==> config.mk <==
export PLATFORM = sky130hd
export DESIGN_NAME = fft_pitch_tracker
export DESIGN_NICKNAME = d
export VERILOG_FILES = /design/src/rtl/fft_pitch_tracker.sv
export SDC_FILE = /design/constraint.sdc
export NUM_CORES = 1
export LEC_CHECK = 0
export CAP_MARGIN = 20
export CORE_MARGIN = 3
export CORE_UTILIZATION = 30
export CTS_CLUSTER_DIAMETER = 40
export DETAILED_ROUTE_END_ITERATION = 16
export GPL_TIMING_DRIVEN = 0
export PLACE_DENSITY = 0.59
export SLEW_MARGIN = 20
export SYNTH_ARGS = -nofsm -noshare
export SYNTH_HDL_FRONTEND = slang
export SYNTH_SLANG_ARGS = --single-unit
==> constraint.sdc <==
create_clock -name clk -period 4.1 [get_ports clk]
set_input_delay 0.615 -clock clk [delete_from_list [all_inputs] [get_ports clk]]
set_output_delay 0.615 -clock clk [all_outputs]
set_load 0.01 [all_outputs]
==> src/rtl/fft_pitch_tracker.sv <==
`default_nettype none
// ============================================================================
//  Module      : fft_pitch_tracker
//  Description : Finds the peak bin of each magnitude-squared FFT frame
//                inside a search window, gates it against a voicing
//                threshold and publishes a pitch once it has held steady
//                for STABLE frames. The result is held in a valid/ready
//                output register; sticky flags report framing errors and
//                overwritten results.
//  Revision    : 1.0 - initial release
// ============================================================================
module fft_pitch_tracker #(
  parameter int MW       = 33,
  parameter int NSamples = 1024,
  parameter int KW       = $clog2(NSamples),
  parameter int K_MIN    = 1,
  parameter int K_MAX    = NSamples/2-1,
  parameter int STABLE   = 3,
  parameter int TOL      = 2
) (
  input  logic          clk,
  input  logic          reset,
  input  logic          mag_valid,
  input  logic [MW-1:0] mag,
  input  logic          mag_last,
  input  logic [MW-1:0] threshold,
  output logic          pitch_valid,
  input  logic          pitch_ready,
  output logic [KW-1:0] pitch_k,
  output logic [MW-1:0] pitch_mag,
  output logic          pitch_voiced,
  output logic          frame_err,
  output logic          overrun,
  input  logic          clear_flags
);

  localparam int SCW = $clog2(STABLE + 1);

  localparam logic [KW-1:0]  c_k_last = KW'(NSamples - 1);
  localparam logic [KW-1:0]  c_k_min  = KW'(K_MIN);
  localparam logic [KW-1:0]  c_k_max  = KW'(K_MAX);
  localparam logic [KW:0]    c_tol    = (KW+1)'(TOL);
  localparam logic [SCW-1:0] c_stable = SCW'(STABLE);
  localparam logic [SCW-1:0] c_one    = SCW'(1);

  typedef enum logic [0:0] {
    S_IDLE = 1'b0,
    S_EVAL = 1'b1
  } state_t;

  // Unsigned distance between two bins, one bit wider than a bin index
  function automatic logic [KW:0] abs_diff(input logic [KW-1:0] a, input logic [KW-1:0] b);
    logic [KW:0] ea;
    logic [KW:0] eb;
    ea = {1'b0, a};
    eb = {1'b0, b};
    return (ea >= eb) ? (ea - eb) : (eb - ea);
  endfunction

  // Collection state
  logic [KW-1:0]  r_k;
  logic [KW-1:0]  r_best_k;
  logic [MW-1:0]  r_best_mag;
  logic [KW-1:0]  r_frame_k;
  logic [MW-1:0]  r_frame_mag;
  logic [MW-1:0]  r_frame_thr;
  logic           r_frame_err;

  // Evaluation / publish state
  state_t         r_state;
  logic [SCW-1:0] r_stable_cnt;
  logic           r_have_prev;
  logic [KW-1:0]  r_prev_k;
  logic           r_prev_voiced;
  logic           r_published;
  logic [KW-1:0]  r_pub_k;
  logic           r_pub_voiced;
  logic           r_pitch_valid;
  logic [KW-1:0]  r_pitch_k;
  logic [MW-1:0]  r_pitch_mag;
  logic           r_pitch_voiced;
  logic           r_overrun;

  // Bin qualification and running peak including the current bin
  logic           w_candidate;
  logic           w_take;
  logic [KW-1:0]  w_cur_best_k;
  logic [MW-1:0]  w_cur_best_mag;
  logic           w_is_last;
  logic           w_frame_end;
  logic           w_frame_bad;

  assign w_candidate    = (r_k >= c_k_min) && (r_k <= c_k_max);
  assign w_take         = mag_valid && w_candidate && (mag > r_best_mag);
  assign w_cur_best_k   = w_take ? r_k : r_best_k;
  assign w_cur_best_mag = w_take ? mag : r_best_mag;
  assign w_is_last      = (r_k == c_k_last);
  assign w_frame_end    = mag_valid && mag_last && w_is_last;
  assign w_frame_bad    = mag_valid && (mag_last != w_is_last);

  // Frame evaluation terms, consumed in the EVAL cycle
  logic           w_voiced;
  logic [KW:0]    w_d_prev;
  logic [KW:0]    w_d_pub;
  logic           w_consistent;
  logic [SCW-1:0] w_stable_next;
  logic           w_publish;
  logic [KW-1:0]  w_out_k;

  assign w_voiced      = (r_frame_mag >= r_frame_thr);
  assign w_d_prev      = abs_diff(r_frame_k, r_prev_k);
  assign w_d_pub       = abs_diff(r_frame_k, r_pub_k);
  assign w_consistent  = r_have_prev && (w_voiced == r_prev_voiced) &&
                         (!w_voiced || (w_d_prev <= c_tol));
  assign w_stable_next = !w_consistent ? c_one :
                         ((r_stable_cnt >= c_stable) ? c_stable : (r_stable_cnt + 1'b1));
  // Pitch distance only matters between two voiced results; unvoiced ones all map to k=0
  assign w_publish     = (w_stable_next >= c_stable) &&
                         (!r_published || (w_voiced != r_pub_voiced) ||
                          (w_voiced && (w_d_pub > c_tol)));
  assign w_out_k       = w_voiced ? r_frame_k : '0;

  // Bin counter, running peak, end-of-frame capture and framing-error flag
  always_ff @(posedge clk or negedge reset) begin
    if (!reset) begin
      r_k         <= '0;
      r_best_k    <= c_k_min;
      r_best_mag  <= '0;
      r_frame_k   <= '0;
      r_frame_mag <= '0;
      r_frame_thr <= '0;
      r_frame_err <= 1'b0;
    end else begin
      if (clear_flags) begin
        r_frame_err <= 1'b0;
      end
      if (w_frame_end) begin
        r_frame_k   <= w_cur_best_k;
        r_frame_mag <= w_cur_best_mag;
        r_frame_thr <= threshold;
        r_k         <= '0;
        r_best_k    <= c_k_min;
        r_best_mag  <= '0;
      end else if (w_frame_bad) begin
        r_k         <= '0;
        r_best_k    <= c_k_min;
        r_best_mag  <= '0;
        r_frame_err <= 1'b1;
      end else if (mag_valid) begin
        r_k         <= r_k + 1'b1;
        r_best_k    <= w_cur_best_k;
        r_best_mag  <= w_cur_best_mag;
      end
    end
  end

  // Evaluation FSM, stability tracking and the valid/ready output register
  always_ff @(posedge clk or negedge reset) begin
    if (!reset) begin
      r_state        <= S_IDLE;
      r_stable_cnt   <= '0;
      r_have_prev    <= 1'b0;
      r_prev_k       <= '0;
      r_prev_voiced  <= 1'b0;
      r_published    <= 1'b0;
      r_pub_k        <= '0;
      r_pub_voiced   <= 1'b0;
      r_pitch_valid  <= 1'b0;
      r_pitch_k      <= '0;
      r_pitch_mag    <= '0;
      r_pitch_voiced <= 1'b0;
      r_overrun      <= 1'b0;
    end else begin
      if (clear_flags) begin
        r_overrun <= 1'b0;
      end
      if (r_pitch_valid && pitch_ready) begin
        r_pitch_valid <= 1'b0;
      end
      case (r_state)
        S_IDLE: begin
          if (w_frame_end) begin
            r_state <= S_EVAL;
          end
        end
        S_EVAL: begin
          r_state       <= w_frame_end ? S_EVAL : S_IDLE;
          r_stable_cnt  <= w_stable_next;
          r_have_prev   <= 1'b1;
          r_prev_k      <= r_frame_k;
          r_prev_voiced <= w_voiced;
          if (w_publish) begin
            r_published    <= 1'b1;
            r_pub_k        <= w_out_k;
            r_pub_voiced   <= w_voiced;
            r_pitch_valid  <= 1'b1;
            r_pitch_k      <= w_out_k;
            r_pitch_mag    <= r_frame_mag;
            r_pitch_voiced <= w_voiced;
            if (r_pitch_valid && !pitch_ready) begin
              r_overrun <= 1'b1;
            end
          end
        end
        default: r_state <= S_IDLE;
      endcase
    end
  end

  assign pitch_valid  = r_pitch_valid;
  assign pitch_k      = r_pitch_k;
  assign pitch_mag    = r_pitch_mag;
  assign pitch_voiced = r_pitch_voiced;
  assign frame_err    = r_frame_err;
  assign overrun      = r_overrun;

endmodule
`default_nettype wire

==> flow_summary.yaml <==
sta:
  fin_crit_sh: 0.985
  setup_violations: 0
  finalCriticalPeriod_ns: 4.04
  tightest_slew_ns: 0.700
  fmax_ghz: 0.248
  relSlewSlack: 0.534
  hold_viol_final: 0
  fin_worst_skew_ns: 0.0194
  slew_viol_final: 0
synthesis:
  syn_avg_cell_area_um2: 10.2
  synth_top_family_by_area: "compound AO/OA/AOI/OAI gates"
  synth_compound_area_frac: 0.177
  synth_edf_count: 0
  syn-num-nets: 1282
  synth-simple-area-share: 0.103
  yosysSeqAreaShare: 0.428
  syn_inst: 1097
  async_flop_share: 1.00
  synth_cell_types: 69
  synthMuxAreaShare: 0.0911
  yosys_warnings: 0
  synth_area_leaders: "dfrtp_1, ha_1, mux2_2"
  synth_top_cell_area_share: 0.426
  synth-seq-cells: 192
  synth_fa_ha_area_frac: 0.129
  netlist_top_cells_count: "dfrtp_1, inv_1, ha_1, nand2_1, o21ai_0"
  synthFlopType: "dfrtp_1"
  yosysMostFrequentCell: "dfrtp_1"
  synth_top_area_cell: "dfrtp_1"
  synth.cell_area_um2: 11200
  synth_xor_area_frac: 0.0101
setup_path:
  cp-end-kind: "flip-flop"
  rrSetupSlack_ns: 0.06
  path_common_cell: "buf_12"
  cp_top_family: "simple AND/OR/NAND/NOR gates"
  cp.required_ns: 4.43
  crit_path_max_incr_delay_ns: 0.55
  crit_fanout: 10
  crit_arrival_ns: 4.37
  crit_path_cell_trace: "inv_2 -> ha_1 -> buf_2 -> a21oi_2 -> o31a_4 -> nand2_4 -> or4_1 -> a221o_1 -> o31a_1 -> or4b_4 -> buf_12 -> buf_12 -> mux2_4"
  critPathKind: "flip-flop to flip-flop"
  crit_path_top_delay_cell: "or4b_4"
  critPathLaunchType: "flip-flop"
  crit_buf_inv: 4
drt:
  drt-total-wl_um: 31200
  drc: 0
  wl_per_cell_um: 17.9
  avgViaCountPerCell: 5.08
  first_pass_iters: 5
  ant_nets: 0
  dr_total_vias: 8839
  dr.first_iter.drc_count: 463
global_routing:
  grt_antenna_before_repair: 3
  grtUsageTotal: 0.159
  grt_pass1_vias: 8965
  grt_pass1_wl_um: 49600
  grt_max_degree: 95
  grt-ovfl-total: 0
floorplan:
  dieArea_um2: 39800
  pin_count: 119
  die_w_um: 199
  placementRows: 70
  initial_core_util: 0.306
  die_h_um: 199
  core_um2: 36700
final_layout:
  nets: 1444
  fin_util: 0.381
  layout-drive-gt1-share: 0.149
  area_delta_synth_final_pct: 24.6
  fin_cells: 1741
clocking:
  clockBufferDepth: 2
  clk-insertion-delay-late_ns: 0.45
  cts_tree: "done"
  cts.sinks: 192
  cts_made_buffers: 17
  cts.reportedPaths.clkPinSlew_ns: 0.08
  cts_root_buffer: "clkbuf_16"
  cts_max_level: 4
worst_hold_path:
  min-delay-path-class: "flip-flop to flip-flop"
placed_design:
  dpl.hpwl_um: 23600
  port_buffers: 118
  placedCellCount: 1685
  gp_congestion: 0.834
pwr:
  power.leakage_nw: 6.54
  p_per_area_nw_per_um2: 284
  ir_drop_uv: 331
flow_run:
  drv_cap: 0
status:
  status: "complete, no violations"
==> sequential cells by signal (all words and copies together) (netlist names), 2 cells and up <==
signal / count
pitch_k: 10
pitch_mag: 33
r_best_k: 10
r_best_mag: 33
r_frame_k: 10
r_frame_mag: 33
r_frame_thr: 33
r_k: 10
r_prev_k: 10
r_stable_cnt: 2
==> logic make-up (layout without fill, tap and decap cells) <==
family | Yosys count | count (layout)
flops | 192 | 192
buf+inv | 165 | 340
fa+ha+maj | 113 | 113
other cells | 0 | 1
simple gates | 241 | 241
mux | 83 | 83
xor+xnor | 13 | 13
compound gates | 290 | 290
==> layout by cell type, fill, tap and decap left out, types with 6 or more instances in the layout <==
cell type,n
dfrtp_1,185
clkdlybuf4s50_1,117
inv_1,107
nand2_1,107
ha_1,102
o21ai_0,87
a21oi_1,48
mux2_2,41
a32o_1,41
nor2_1,39
clkbuf_1,34
buf_4,30
a21o_1,29
mux2_4,28
nand4_1,17
clkbuf_16,17
mux2i_1,14
a211oi_1,11
nand3_1,10
o21a_1,9
xnor2_1,8
nor4_1,8
o211ai_1,8
nor3_1,8
and3_1,7
a221o_1,6
and2_1,6
o22ai_1,6
nor2b_1,6
dfrtp_2,6
==> worst min-delay path, cell delays in order (launching register included) <==
cell and delay, ns:
dfstp_2 0.37, inv_1 0.04, a32oi_1 0.08
==> metrics by stage <==
| stage | total power [W] | hold slack, ns | worst slack [ns] | TNS (ns) | area (µm²) |
|---|---|---|---|---|---|
| 2_1_floorplan | 0.00214 | 0.319 | 0.271 | 0 | 11200 |
| 3_3_place_gp | 0.00232 | 0.470 | -5.94 | -1149.80 | 13000 |
| 3_5_place_dp | 0.00233 | 0.460 | -0.448 | -15.78 | 13000 |
| 4_1_cts | 0.00403 | 0.492 | 0.00257 | 0 | 13800 |
| 5_1_grt | 0.00413 | 0.521 | -0.0107 | -0.0590 | 14000 |
| 6_report | 0.00397 | 0.496 | 0.0618 | 0 | 14000 |
==> power by group <==
group | internal, W | switching (W)
registers | 0.00193 | 0.0000291
clock network | 0.000853 | 0.000826
logic | 0.000155 | 0.000181
==> cell type report <==
class	instances	area, µm²
well taps	468	586
fillers	3590	22700
plain buffers	47	269
multi-input cells	740	5840
clock inverters	12	118
clock buffers	20	467
diodes	1	2.50
flip-flops and latches	192	4810
repair buffers	147	1450
inverters	114	434
==> routing by layer <==
layer | vias to the layer above | share of wire | GRT usage
met2 | 158 | 0.47 | 0.261
met4 | 4 | 0.014 | 0.0383
met1 | 4402 | 0.47 | 0.218
met5 | - | 0.00061 | 0
met3 | 27 | 0.037 | 0.0320
li1 | 4248 | - | -
==> final timing paths <==
kind	start	end	cells past startpoint
max reg2reg	r_frame_k[9]$_DFFE_PN0P_	pitch_mag[5]$_DFFE_PN0P_	13
min	r_best_k[0]$_DFFE_PN1P_	r_best_k[0]$_DFFE_PN1P_	2
min in group asynchronous	reset	pitch_k[1]$_DFFE_PN0P_	2
max in group asynchronous	reset	r_frame_thr[20]$_DFFE_PN0P_	4
min reg2reg	r_best_k[0]$_DFFE_PN1P_	r_best_k[0]$_DFFE_PN1P_	2
max	r_frame_k[9]$_DFFE_PN0P_	pitch_mag[5]$_DFFE_PN0P_	13
==> timing repair <==
action                                 in CTS  in global routing
pin swaps                                   4                 13
hold buffers                                1                  0
setup buffers                              12                 14
cloned                                      0                  0
setup endpoints to repair                  46                 46
endpoints found under the hold margin      20                  0
resized for setup                          17                 38
No activity file was read; power rests on OpenSTA's default activity.
